===== config.mk =====
export PLATFORM = sky130hd
export DESIGN_NAME = spike_monitor_flat
export DESIGN_NICKNAME = d
export VERILOG_FILES = /design/src/rtl/spike_monitor_pkg.sv /design/src/rtl/spike_monitor_if.sv /design/src/rtl/spike_isi_tracker.sv /design/src/rtl/spike_monitor.sv /design/src/flat_wrapper.sv
export SDC_FILE = /design/constraint.sdc
export NUM_CORES = 1
export LEC_CHECK = 0
export BUFFER_PORTS_ARGS = -buffer_cell sky130_fd_sc_hd__buf_2
export CAP_MARGIN = 20
export CORE_ASPECT_RATIO = 1.25
export CORE_MARGIN = 5
export CORE_UTILIZATION = 40
export CTS_CLUSTER_DIAMETER = 30
export DETAILED_ROUTE_END_ITERATION = 12
export GPL_TIMING_DRIVEN = 0
export HOLD_SLACK_MARGIN = 0.03
export SLEW_MARGIN = 20
export SYNTH_ARGS = -nofsm -noshare
export SYNTH_HDL_FRONTEND = slang
export SYNTH_HIERARCHICAL = 1
export SYNTH_SLANG_ARGS = --single-unit

===== constraint.sdc =====
create_clock -name clk -period 4.96 [get_ports clk]
set_clock_uncertainty 0.1 [all_clocks]
set_input_delay 0.496 -clock clk [delete_from_list [all_inputs] [get_ports clk]]
set_output_delay 0.496 -clock clk [all_outputs]
set_load 0.01 [all_outputs]

===== src/rtl/spike_monitor_pkg.sv =====
// Shared definitions for the spiking-neuron datapath: controller states and
// saturating counter helpers used by neuron-side counters.
package spike_monitor_pkg;

    typedef enum logic [0:0] {
        ST_IDLE = 1'b0,
        ST_RUN  = 1'b1
    } state_t;

    localparam int unsigned DEF_WIN_W = 32'd8;
    localparam int unsigned DEF_CNT_W = 32'd8;
    localparam int unsigned DEF_ISI_W = 32'd8;

    // Largest value representable in a w-bit counter (w up to 32).
    function automatic logic [31:0] max_val(input int unsigned w);
        if (w >= 32'd32) begin
            return 32'hFFFF_FFFF;
        end else begin
            return (32'd1 << w) - 32'd1;
        end
    endfunction

    function automatic logic [31:0] sat_inc(input logic [31:0] v, input int unsigned w);
        if (v >= max_val(w)) begin
            return max_val(w);
        end else begin
            return v + 32'd1;
        end
    endfunction

endpackage


===== src/rtl/spike_monitor_if.sv =====
// Result channel of the spike monitor: valid/ready handshake plus window
// statistics and the sticky drop flag.
interface spike_monitor_if #(
    parameter int CNT_W = 8,
    parameter int ISI_W = 8
);
    logic             out_valid;
    logic             out_ready;
    logic [CNT_W-1:0] rate;
    logic [ISI_W-1:0] isi_min;
    logic             dropped;

    modport master (
        output out_valid,
        output rate,
        output isi_min,
        output dropped,
        input  out_ready
    );

    modport slave (
        input  out_valid,
        input  rate,
        input  isi_min,
        input  dropped,
        output out_ready
    );
endinterface


===== src/rtl/spike_isi_tracker.sv =====
// Inter-spike interval tracker: cycles since the last spike, whether a spike
// has been seen, and the running minimum ISI of the current window.
module spike_isi_tracker
    import spike_monitor_pkg::*;
#(
    parameter int ISI_W = 8
) (
    input  logic             clk,
    input  logic             rst,
    input  logic             clear,
    input  logic             advance,
    input  logic             win_restart,
    input  logic             spike,
    output logic [ISI_W-1:0] min_upd
);
    localparam logic [ISI_W-1:0] ISI_ONES = {ISI_W{1'b1}};

    logic [ISI_W-1:0] isi_cnt_r;
    logic [ISI_W-1:0] isi_min_acc_r;
    logic             have_prev_r;
    logic [31:0]      inc_wide_s;
    logic [ISI_W-1:0] cand_s;
    logic [ISI_W-1:0] min_upd_s;

    // The same saturated increment is both the idle count and the ISI candidate.
    assign inc_wide_s = sat_inc(32'(isi_cnt_r), ISI_W);
    assign cand_s     = inc_wide_s[ISI_W-1:0];

    // Minimum including the current cycle's spike, if it closes an interval.
    always_comb begin
        min_upd_s = isi_min_acc_r;
        if (spike && have_prev_r && (cand_s < isi_min_acc_r)) begin
            min_upd_s = cand_s;
        end else begin
            min_upd_s = isi_min_acc_r;
        end
    end

    assign min_upd = min_upd_s;

    // ISI history survives window boundaries; only the minimum restarts.
    always_ff @(posedge clk or posedge rst) begin
        if (rst) begin
            isi_cnt_r     <= {ISI_W{1'b0}};
            isi_min_acc_r <= ISI_ONES;
            have_prev_r   <= 1'b0;
        end else if (clear) begin
            isi_cnt_r     <= {ISI_W{1'b0}};
            isi_min_acc_r <= ISI_ONES;
            have_prev_r   <= 1'b0;
        end else if (advance) begin
            isi_cnt_r     <= spike ? {ISI_W{1'b0}} : cand_s;
            have_prev_r   <= have_prev_r | spike;
            isi_min_acc_r <= win_restart ? ISI_ONES : min_upd_s;
        end else begin
            isi_cnt_r     <= isi_cnt_r;
            isi_min_acc_r <= isi_min_acc_r;
            have_prev_r   <= have_prev_r;
        end
    end

endmodule


===== src/rtl/spike_monitor.sv =====
// Windowed spike-rate and minimum-ISI monitor; each closed window yields one
// result on a valid/ready channel, with late results dropped and flagged.
module spike_monitor
    import spike_monitor_pkg::*;
#(
    parameter int WIN_W = 8,
    parameter int CNT_W = 8,
    parameter int ISI_W = 8
) (
    input  logic                  clk,
    input  logic                  rst,
    input  logic                  enable,
    input  logic                  spike,
    input  logic [WIN_W-1:0]      win_len,
    spike_monitor_if.master       res
);
    state_t           state_r;
    logic [WIN_W-1:0] len_q_r;
    logic [WIN_W-1:0] win_cnt_r;
    logic [CNT_W-1:0] spike_cnt_r;
    logic             out_valid_r;
    logic [CNT_W-1:0] rate_r;
    logic [ISI_W-1:0] isi_min_r;
    logic             dropped_r;

    logic [WIN_W-1:0] len_eff_s;
    logic [31:0]      cnt_inc_wide_s;
    logic [CNT_W-1:0] cnt_upd_s;
    logic [ISI_W-1:0] min_upd_s;
    logic             run_s;
    logic             clear_s;
    logic             win_end_s;
    logic             xfer_s;
    logic             load_s;
    logic             drop_s;

    assign len_eff_s      = (win_len == {WIN_W{1'b0}}) ? WIN_W'(1) : win_len;
    assign run_s          = (state_r == ST_RUN) && enable;
    assign clear_s        = (state_r == ST_RUN) && !enable;
    assign win_end_s      = run_s && (win_cnt_r == (len_q_r - WIN_W'(1)));
    assign cnt_inc_wide_s = sat_inc(32'(spike_cnt_r), CNT_W);
    assign cnt_upd_s      = spike ? cnt_inc_wide_s[CNT_W-1:0] : spike_cnt_r;

    // A closing window only lands in the output register if the slot is free
    // or is being emptied on this very edge.
    assign xfer_s = out_valid_r & res.out_ready;
    assign load_s = win_end_s & (~out_valid_r | xfer_s);
    assign drop_s = win_end_s & out_valid_r & ~xfer_s;

    spike_isi_tracker #(
        .ISI_W(ISI_W)
    ) u_isi (
        .clk        (clk),
        .rst        (rst),
        .clear      (clear_s),
        .advance    (run_s),
        .win_restart(win_end_s),
        .spike      (spike),
        .min_upd    (min_upd_s)
    );

    // Window controller: state, latched length, cycle counter, spike count.
    always_ff @(posedge clk or posedge rst) begin
        if (rst) begin
            state_r     <= ST_IDLE;
            len_q_r     <= WIN_W'(1);
            win_cnt_r   <= {WIN_W{1'b0}};
            spike_cnt_r <= {CNT_W{1'b0}};
        end else begin
            case (state_r)
                ST_IDLE: begin
                    win_cnt_r   <= {WIN_W{1'b0}};
                    spike_cnt_r <= {CNT_W{1'b0}};
                    if (enable) begin
                        state_r <= ST_RUN;
                        len_q_r <= len_eff_s;
                    end else begin
                        state_r <= ST_IDLE;
                    end
                end
                ST_RUN: begin
                    if (!enable) begin
                        state_r     <= ST_IDLE;
                        win_cnt_r   <= {WIN_W{1'b0}};
                        spike_cnt_r <= {CNT_W{1'b0}};
                    end else if (win_end_s) begin
                        win_cnt_r   <= {WIN_W{1'b0}};
                        spike_cnt_r <= {CNT_W{1'b0}};
                        len_q_r     <= len_eff_s;
                    end else begin
                        win_cnt_r   <= win_cnt_r + WIN_W'(1);
                        spike_cnt_r <= cnt_upd_s;
                    end
                end
                default: begin
                    state_r     <= ST_IDLE;
                    win_cnt_r   <= {WIN_W{1'b0}};
                    spike_cnt_r <= {CNT_W{1'b0}};
                end
            endcase
        end
    end

    // Output holding register and sticky drop flag; set beats clear.
    always_ff @(posedge clk or posedge rst) begin
        if (rst) begin
            out_valid_r <= 1'b0;
            rate_r      <= {CNT_W{1'b0}};
            isi_min_r   <= {ISI_W{1'b1}};
            dropped_r   <= 1'b0;
        end else begin
            if (load_s) begin
                out_valid_r <= 1'b1;
                rate_r      <= cnt_upd_s;
                isi_min_r   <= min_upd_s;
            end else if (xfer_s) begin
                out_valid_r <= 1'b0;
            end else begin
                out_valid_r <= out_valid_r;
            end
            if (drop_s) begin
                dropped_r <= 1'b1;
            end else if (xfer_s) begin
                dropped_r <= 1'b0;
            end else begin
                dropped_r <= dropped_r;
            end
        end
    end

    assign res.out_valid = out_valid_r;
    assign res.rate      = rate_r;
    assign res.isi_min   = isi_min_r;
    assign res.dropped   = dropped_r;

endmodule


===== src/flat_wrapper.sv =====
// flat-port wrapper written by rule: the top's interface ports become plain ports
module spike_monitor_flat import spike_monitor_pkg::*;
#(
    parameter int WIN_W = 8,
    parameter int CNT_W = 8,
    parameter int ISI_W = 8
)
  (clk, rst, enable, spike, win_len, res_out_valid, res_rate, res_isi_min, res_dropped, res_out_ready);
  spike_monitor_if #(.CNT_W(CNT_W), .ISI_W(ISI_W)) res_i ();
  input  logic clk;
  input  logic rst;
  input  logic enable;
  input  logic spike;
  input  logic [WIN_W-1:0] win_len;
  output wire logic [$bits(res_i.out_valid)-1:0] res_out_valid;
  output wire logic [$bits(res_i.rate)-1:0] res_rate;
  output wire logic [$bits(res_i.isi_min)-1:0] res_isi_min;
  output wire logic [$bits(res_i.dropped)-1:0] res_dropped;
  input wire logic [$bits(res_i.out_ready)-1:0] res_out_ready;
  assign res_out_valid = res_i.out_valid;
  assign res_rate = res_i.rate;
  assign res_isi_min = res_i.isi_min;
  assign res_dropped = res_i.dropped;
  assign res_i.out_ready = res_out_ready;
  spike_monitor #(.WIN_W(WIN_W), .CNT_W(CNT_W), .ISI_W(ISI_W)) u_core (.clk(clk), .rst(rst), .enable(enable), .spike(spike), .win_len(win_len), .res(res_i));
endmodule

## After elaboration in Yosys (flattened, before gate mapping)

Index checks and enable logic that the tools add are counted.

- Bits in registers: 60
- Bits of input ports: 13
- Word-level logic and storage cells: 69

- Add/subtract/negate cells: 4
- Magnitude comparators: 3
- Eq/ne operators: 4
- Muxes and demuxes: 27
- Bitwise gates (word level): 9
- Reduce and logical (&&, ||, !) cells: 11

Operator list:

| cell | number |
|---|---|
| 8-bit 2-to-1 mux | 18 |
| 8-bit case mux with 2 select lines | 3 |
| 8-bit by 1-bit adder with 8-bit output, second input constant | 3 |
| 8-bit greater-or-equal comparator, second input constant | 2 |
| 8-bit == test | 1 |
| 8-bit zero test | 1 |
| 8-bit less-than comparator | 1 |
| 8-bit by 1-bit subtractor with 8-bit output, second input constant | 1 |
| 1-bit 2-to-1 mux | 6 |
| 2-bit inequality test, second input constant | 3 |
| 2-bit nonzero test | 3 |
| 1-bit logical AND | 5 |
| 1-bit AND | 4 |
| 1-bit NOT | 3 |
| 3-bit AND reduction | 1 |
| 1-bit bitwise OR | 2 |
| 1-bit zero test | 1 |

## Logic depth before layout (Yosys ltp)

Gate-level depths: netlist of run 1.

- Depth in word-level cells: 8
- Gate-level depth with buffers: 14
- Gate-level depth less buffers: 11

## Hierarchy

Netlist of run 1, hierarchy kept.

By module, submodules not included:

| module | times used | cells an instance | area each (um^2) | sequential area each (um^2) |
|---|---|---|---|---|
| spike_monitor | 1 | 181 | 2088.3 | 1087.3 |
| spike_isi_tracker | 1 | 128 | 1144.8 | 435.4 |

## Least setup slack after synthesis of run 1

No wires, ideal clock.

- Path type: register to register
- Start point: register u_core.u_isi.isi_cnt_r[0]
- End point: register u_core.isi_min_r[5], in the netlist u_core/res.isi_min[5]
- Arrival time: 2.832 ns
- Slack: 1.946 ns
- Stages on the path, launching flop included: 14
- Path buffers: 2
- Clock period less this slack: 3.014 ns
- Path through: dfrtp_1 -> ha_1 -> nand4_2 -> or2_2 -> nand2_1 -> ha_1 -> a21oi_1 -> o2111ai_1 -> a211o_1 -> buf_6 -> clkbuf_1 -> nor3_1 -> a21oi_1 -> mux2_4

- Cells in the longest elaborated chain, start to end: 5
- Elaborated cells between the ends (all ways): 6

Ends and longest elaborated chain:

| item | line | RTL |
|---|---|---|
| start, declared | spike_isi_tracker.sv:18 | `logic [ISI_W-1:0] isi_cnt_r;` |
| start signal, assigned | spike_isi_tracker.sv:44 | `isi_cnt_r <= {ISI_W{1'b0}};` |
| start signal, assigned | spike_isi_tracker.sv:48 | `isi_cnt_r <= {ISI_W{1'b0}};` |
| start signal, assigned | spike_isi_tracker.sv:52 | `isi_cnt_r <= spike ? {ISI_W{1'b0}} : cand_s;` |
| 8-bit by 1-bit adder with 8-bit output or 8-bit greater-or-equal comparator (tied branches) | spike_monitor_pkg.sv:27, spike_monitor_pkg.sv:24 |  |
| 8-bit 2-to-1 mux (*) | spike_monitor_pkg.sv:24 | `if (v >= max_val(w)) begin` |
| 8-bit less-than comparator | spike_isi_tracker.sv:32 | `if (spike && have_prev_r && (cand_s < isi_min_acc_r)) begin` |
| 1-bit logical AND | spike_isi_tracker.sv:32 |  |
| 8-bit 2-to-1 mux (*) | spike_isi_tracker.sv:32 |  |
| via u_core.min_upd_s[5] | spike_monitor.sv:29 | `logic [ISI_W-1:0] min_upd_s;` |
| end signal, assigned | spike_monitor.sv:109 | `isi_min_r <= {ISI_W{1'b1}};` |
| end signal, assigned | spike_monitor.sv:115 | `isi_min_r <= min_upd_s;` |
| end, declared | spike_monitor.sv:23 | `logic [ISI_W-1:0] isi_min_r;` |

Mark *: on every way through the listed nets, which the timed path passes. The rest lies on a longest branch.
A chain may end at the register's enable or synchronous reset.

## Worst setup path after layout of run 1

Ends and elaborated chain as after synthesis.

==> results.yml, run 1 <==
clock_network:
  root_buffer: "clkbuf_8"
  ctsHtreeMaxLevel: 3
  clock_sinks: 60
  clk_pin_slew_ns: 0.07
  cts_buffers: 9
  cts_setup_buffers: 0
  insertion_delay_ns: 0.34
  clock_path_buffers: 2
  cts_tree: "yes"
timing:
  hold_violations: 0
  max-slew-margin-rel_pct: 58.2
  setup-violations-final: 0
  period_share_pct: 69.9
  rsz0062_at_grt: "no"
  worst_pin_slew_ns: 0.627
  min_period_ns: 3.47
  fmax_ghz: 0.288
  timing.final.max_slew_violations: 0
  whs_ns: 0.220
  fin_setup_tns_ns: 0
global_routing:
  grt_pass1_wl_mm: 11.5
  overflow: 0
  antenna_found_initial: 0
  use_met2_pct: 23.8
  met3_usage_pct: 3.27
  grt_pass1_vias: 2441
  grt_max_degree: 34
  grtUsageTotal_pct: 13.8
  use_met1_pct: 17.0
  globalRoute.busiestLayer: "met2"
logic_synthesis:
  synthFlopType: "dfrtp_1"
  synth-xor-area-share_pct: 5.42
  synth_top_area_share_pct: 33.3
  synth.area.top_cells: "dfrtp_1, dfstp_2, mux2_2, ha_1, nor2_1"
  synth_cells: 309
  syn_area_um2: 3230
  syn_area_per_cell_um2: 10.5
  synth_adder_area_share_pct: 4.26
  synth-compound-area-share_pct: 12.2
  synth_fp_nets: 333
  synth-warning-count: 6
  netlist_top_cells_count: "dfrtp_1, nor2_1, a21oi_1, nand2_1, inv_1"
  ys_ff_latch: 60
  synth_top_family_by_area: "simple AND/OR/NAND/NOR gates"
  synth_cell_type_count: 50
  muxShareOfSynthArea_pct: 10.8
  synth_area_leader_cell: "dfrtp_1"
  yosysSeqAreaShare_pct: 47.1
  async_flop_share_pct: 100
  synth_edf_count: 0
  yosys.area_share.simple_pct: 15.7
  synth.most_common_cell: "dfrtp_1"
critical_path:
  crit_chain: "ha_1 -> nand4_2 -> or2_2 -> nand2_1 -> ha_1 -> a21oi_1 -> o2111ai_1 -> a211o_1 -> buf_6 -> clkbuf_1 -> nor3_1 -> a21oi_1 -> mux2_4"
  start_kind: "flop"
  slowest_stage: "dfrtp_1"
  cp.required_ns: 5.12
  crit_arrival_ns: 3.63
  worst-setup-path-type: "reg -> reg"
  path_buf_inv: 2
  cp_top_family: "simple AND/OR/NAND/NOR gates"
  path_max_fanout: 10
  crit_path_end_kind: "flop"
  slowest_delay_ns: 0.45
final_layout:
  multi_input_area_um2: 1560
  fill_cells: 767
  drive_gt1_share_pct: 29.1
  area_delta_synth_final_pct: 15.2
  regArea_um2: 1520
  fin_nets: 376
  fin_util_pct: 47.5
  diodes: 0
die:
  num_rows: 36
  die_area_um2: 9990
  initial_core_util_pct: 41.3
  io_pins: 31
  core-area_um2: 7840
  die_x_um: 90.4
  fp.dieH_um: 111
power_and_ir_drop:
  pwr-share-comb_pct: 15.7
  p_int_uw: 868
  ir_worst_vdd_mv: 0.138
  power_frac_seq_pct: 48.4
  p_switching_uw: 322
  p_sw_share_pct: 27.1
  leakagePower_nw: 1.78
  power.total_mw: 1.19
  powerDensity_nw_per_um2: 320
  clkPwrFrac_pct: 35.9
outcome:
  status: "finished, final reports clean"
placed_design:
  dp_hpwl_mm: 4.94
  portBuffers: 30
  gp_congestion: 0.826
worst_hold_path:
  min_path_type: "in -> reg"
drt:
  routedWlPerCell_um: 14.7
  ant_nets: 0
  finalWirelength_mm: 6.65
  first_iter_violations: 113
  drt-pass1-iter-count: 4
  vias: 2407
  via_per_inst: 5.33
  drc_errors: 0
flow_run:
  drv_cap: 0
[power by group through the flow]
stage	Clock (mW)	Combinational, mW	Sequential (mW)
2_1_floorplan	0	0.126	0.588
3_3_place_gp	0	0.183	0.584
3_5_place_dp	0	0.189	0.584
4_1_cts	0.441	0.191	0.576
5_1_grt	0.465	0.210	0.580
6_report	0.428	0.187	0.576
[sequential cells by signal, summed over array words and instances, names as in the netlist]
signal and flops:
u_core/len_q_r 8, u_core/res.isi_min 8, u_core/res.rate 8, u_core/spike_cnt_r 8, u_core/u_isi/isi_cnt_r 8, u_core/u_isi/isi_min_acc_r 8
u_core/win_cnt_r 8, u_core/res.dropped 1, u_core/res.out_valid 1, u_core/state_r 1, u_core/u_isi/have_prev_r 1
[cells by family after synthesis]
family,after synthesis
DFF,60
buffers and inverters,29
muxes,29
AOI/OAI and AO/OA,58
adders and majority gates,11
xor gates and xnor gates,20
and+or+nand+nor,102
[stage by stage]
| step | cell area [um^2] | std cells | setup slack, ns |
|---|---|---|---|
| 6_report | 3720 | 452 | 1.49 |
| 5_1_grt | 3720 | 452 | 1.26 |
| 4_1_cts | 3720 | 452 | 1.49 |
| 3_5_place_dp | 3520 | 435 | 1.51 |
| 3_3_place_gp | 3500 | 434 | 1.50 |
| 2_1_floorplan | 3230 | 309 | 1.95 |
[cell usage in the layout, fill, tap and decap left out, types with 11 or more instances in the layout]
cell,n
a21oi_1,21
buf_2,31
dfrtp_1,43
dfstp_2,17
ha_1,11
inv_1,18
mux2_2,18
nand2_1,20
nor2_1,34
[layout make-up]
| type | instances | area share, % |
|---|---|---|
| Buffer | 9 | 1.98 |
| Tap cell | 95 | 3.19 |
| Clock inverter | 7 | 1.81 |
| Timing Repair Buffer | 32 | 4.84 |
| Clock buffer | 9 | 3.33 |
| Inverter | 20 | 2.02 |
| Multi-Input combinational cell | 220 | 41.9 |
| Sequential cell | 60 | 40.9 |
[final timing paths]
| check | cells past startpoint | startpoint | end | slack, ns |
|---|---|---|---|---|
| setup / recovery | 13 | u_core/u_isi/isi_cnt_r[0]$_DFFE_PP0P_ | u_core/res.isi_min[5]$_DFFE_PP1P_ | 1.49 |
| hold / removal | 1 | enable | u_core/state_r$_DFF_PP0_ | 0.22 |
| setup reg to reg | 13 | u_core/u_isi/isi_cnt_r[0]$_DFFE_PP0P_ | u_core/res.isi_min[5]$_DFFE_PP1P_ | 1.49 |
| hold reg to reg | 1 | u_core/res.rate[3]$_DFFE_PP0P_ | u_core/res.rate[3]$_DFFE_PP0P_ | 0.40 |
| max in group asynchronous | 3 | rst | u_core/u_isi/isi_cnt_r[4]$_DFFE_PP0P_ | 3.65 |
| min in group asynchronous | 3 | rst | u_core/len_q_r[1]$_DFFE_PP0P_ | 0.54 |
[what timing repair did]
| action | in CTS | in global routing |
|---|---|---|
| endpoints found under the hold margin | 9 | 0 |
| hold buffers | 1 | 0 |
| gates resized for setup | 0 | 0 |
| endpoints found under the setup margin | 0 | 0 |
[metal layers]
| layer | wire length (um) | part of all wire [%] |
|---|---|---|
| met1 | 2900 | 44 |
| met2 | 3500 | 53 |
| met3 | 173 | 2.6 |
| met4 | 81 | 1.2 |
| met5 | 0 | 0 |
No activity file was read; power rests on OpenSTA's default activity.
==> inputs of run 2 (changes only) <==
==> constraint.sdc (replaced) <==
create_clock -name clk -period 3.22 [get_ports clk]
set_clock_uncertainty 0.1 [all_clocks]
set_input_delay 0.322 -clock clk [delete_from_list [all_inputs] [get_ports clk]]
set_output_delay 0.322 -clock clk [all_outputs]
set_load 0.01 [all_outputs]
==> run 2 against run 1 <==
Highest routed layer unchanged. First-iteration DRC count grew 19%. Power increased by 55%. Utilization up 0.80 points. Final cell count up 0.44%. Fmax grew 12%. Combinational power up 57%. Via count grew 0.58%. Hold slack got worse by 0.17 ns. Critical path depth fell by 1. Largest power group unchanged. Worst setup slack worse by 1.4 ns. Global-route usage about the same. Sequential cell count is the same. Critical endpoint unchanged.
==> results.yml, run 2 (synthesis gave the netlist of run 1 again) <==
outcome:
  status: "finished, final reports clean"
critical_path:
  start_kind: "flop"
  path_max_fanout: 10
  cp.required_ns: 3.38
  crit_arrival_ns: 3.26
  crit_path_end_kind: "flop"
  worst-setup-path-type: "reg -> reg"
worst_hold_path:
  min_path_type: "in -> reg"
clock_network:
  ctsHtreeMaxLevel: 3
  clock_path_buffers: 2
  cts_buffers: 9
  clock_sinks: 60
  root_buffer: "clkbuf_8"
  insertion_delay_ns: 0.34
  cts_tree: "yes"
  clk_pin_slew_ns: 0.07
global_routing:
  grt_pass1_wl_mm: 11.5
  grtUsageTotal_pct: 13.8
  met3_usage_pct: 3.33
  grt_pass1_vias: 2456
  antenna_found_initial: 0
  use_met2_pct: 23.7
  use_met1_pct: 16.9
  globalRoute.busiestLayer: "met2"
  grt_max_degree: 34
  overflow: 0
power_and_ir_drop:
  power.total_mw: 1.84
  p_switching_uw: 502
  clkPwrFrac_pct: 35.9
  power_frac_seq_pct: 48.2
  leakagePower_nw: 1.78
  powerDensity_nw_per_um2: 487
  p_int_mw: 1.34
  pwr-share-comb_pct: 15.9
  p_sw_share_pct: 27.3
  ir_worst_vdd_mv: 0.215
timing:
  period_share_pct: 96.4
  setup-violations-final: 0
  setup_ws_ns: 0.116
  hold_violations: 0
  worst_pin_slew_ns: 0.631
  timing.final.max_slew_violations: 0
  max-slew-margin-rel_pct: 57.9
  min_period_ns: 3.10
  fmax_ghz: 0.322
placed_design:
  placed_cells: 435
  dp_hpwl_mm: 4.94
  portBuffers: 30
  gp_congestion: 0.826
  pre_cts_ws_ns: -0.229
drt:
  first_iter_violations: 134
  drt-pass1-iter-count: 4
  routedWlPerCell_um: 14.9
  finalWirelength_mm: 6.75
  drc_errors: 0
  vias: 2421
  via_per_inst: 5.33
  ant_nets: 0
final_layout:
  mostFrequentLayoutCell: "dfrtp_1"
  final_cells: 454
  drive_gt1_share_pct: 33.1
  diodes: 0
  regArea_um2: 1530
  multi_input_area_um2: 1600
  area_delta_synth_final_pct: 17.1
  fill_cells: 754
  fin_util_pct: 48.3
  fin_nets: 378
  final_cell_mix: "dfrtp_1, nor2_1, buf_2"
die:
  die_x_um: 90.4
  initial_core_util_pct: 41.3
  die_area_um2: 9990
  fp.dieH_um: 111
  num_rows: 36
  core-area_um2: 7840
  io_pins: 31
flow_run:
  drv_cap: 0
-- run 2: changes by cell type in the layout (fill, tap and decap cells not counted), moves of 2 or more --
cell     before  now
nor2_2        0    2
a21oi_1      21   17
nor2_1       34   32
buf_4         0    2
dfrtp_1      43   40
a21oi_2       0    4
dfrtp_2       0    3
-- run 2: worst paths after layout --
check | startpoint | endpoint | slack, ns | cells past startpoint
max in group asynchronous | rst | u_core/u_isi/isi_cnt_r[5]$_DFFE_PP0P_ | 2.04 | 3
worst max register to register | u_core/u_isi/isi_cnt_r[0]$_DFFE_PP0P_ | u_core/res.isi_min[5]$_DFFE_PP1P_ | 0.12 | 12
worst min-delay path | enable | u_core/state_r$_DFF_PP0_ | 0.05 | 1
worst max-delay path | u_core/u_isi/isi_cnt_r[0]$_DFFE_PP0P_ | u_core/res.isi_min[5]$_DFFE_PP1P_ | 0.12 | 12
worst min register to register | u_core/res.rate[3]$_DFFE_PP0P_ | u_core/res.rate[3]$_DFFE_PP0P_ | 0.40 | 1
min in group asynchronous | rst | u_core/len_q_r[1]$_DFFE_PP0P_ | 0.37 | 3
-- run 2: cell type report --
type                    count  share of cell area (%)
flip-flops and latches     60                    40.3
multi-input cells         220                    42.4
inverters                  20                    1.98
clock buffers               9                    3.27
clock inverters             7                    1.78
well taps                  95                    3.14
repair buffers             34                    5.16
plain buffers               9                    1.98
-- run 2: what timing repair did --
action                                  in CTS  in global routing
endpoints found under the setup margin      12                 13
hold buffers                                 1                  0
hold endpoints to repair                    18                  0
resized for setup                            6                  9
buffers inserted                             0                  2
pin swaps                                    0                  1
-- run 2: worst max-delay path, stage by stage, from the launching register on --
cell	delay, ns
dfrtp_2	0.44
nand2_1	0.13
nor3_2	0.20
mux2_2	0.40
ha_1	0.33
nand4_1	0.13
o2111ai_1	0.13
a211o_1	0.29
buf_6	0.15
clkbuf_2	0.19
nor3_1	0.19
a21oi_1	0.08
mux2_4	0.27
-- run 2: power groups by stage --
stage	logic, mW	clock network (mW)	registers (mW)
5_1_grt	0.329	0.716	0.895
6_report	0.294	0.661	0.888
4_1_cts	0.296	0.679	0.888
3_3_place_gp	0.282	0	0.899
2_1_floorplan	0.194	0	0.905
3_5_place_dp	0.292	0	0.900
-- run 2: layer usage --
layer,vias to the layer above,routed length (um),share of wire [%]
li1,1190,-,-
met1,1187,2900,43
met2,30,3530,52
met3,14,189,2.8
met4,0,125,1.9
met5,-,0,0
-- run 2: per-stage QoR --
| stage | hold slack [ns] | setup TNS, ns | area [um^2] |
|---|---|---|---|
| after floorplan | 0.142 | 0 | 3230 |
| final | 0.0451 | 0 | 3790 |
| after global placement | 0.356 | -1.58 | 3500 |
| after global routing | 0.0479 | -0.0224 | 3790 |
| after CTS | 0.0359 | 0 | 3740 |
| after detailed placement | 0.178 | -1.22 | 3520 |
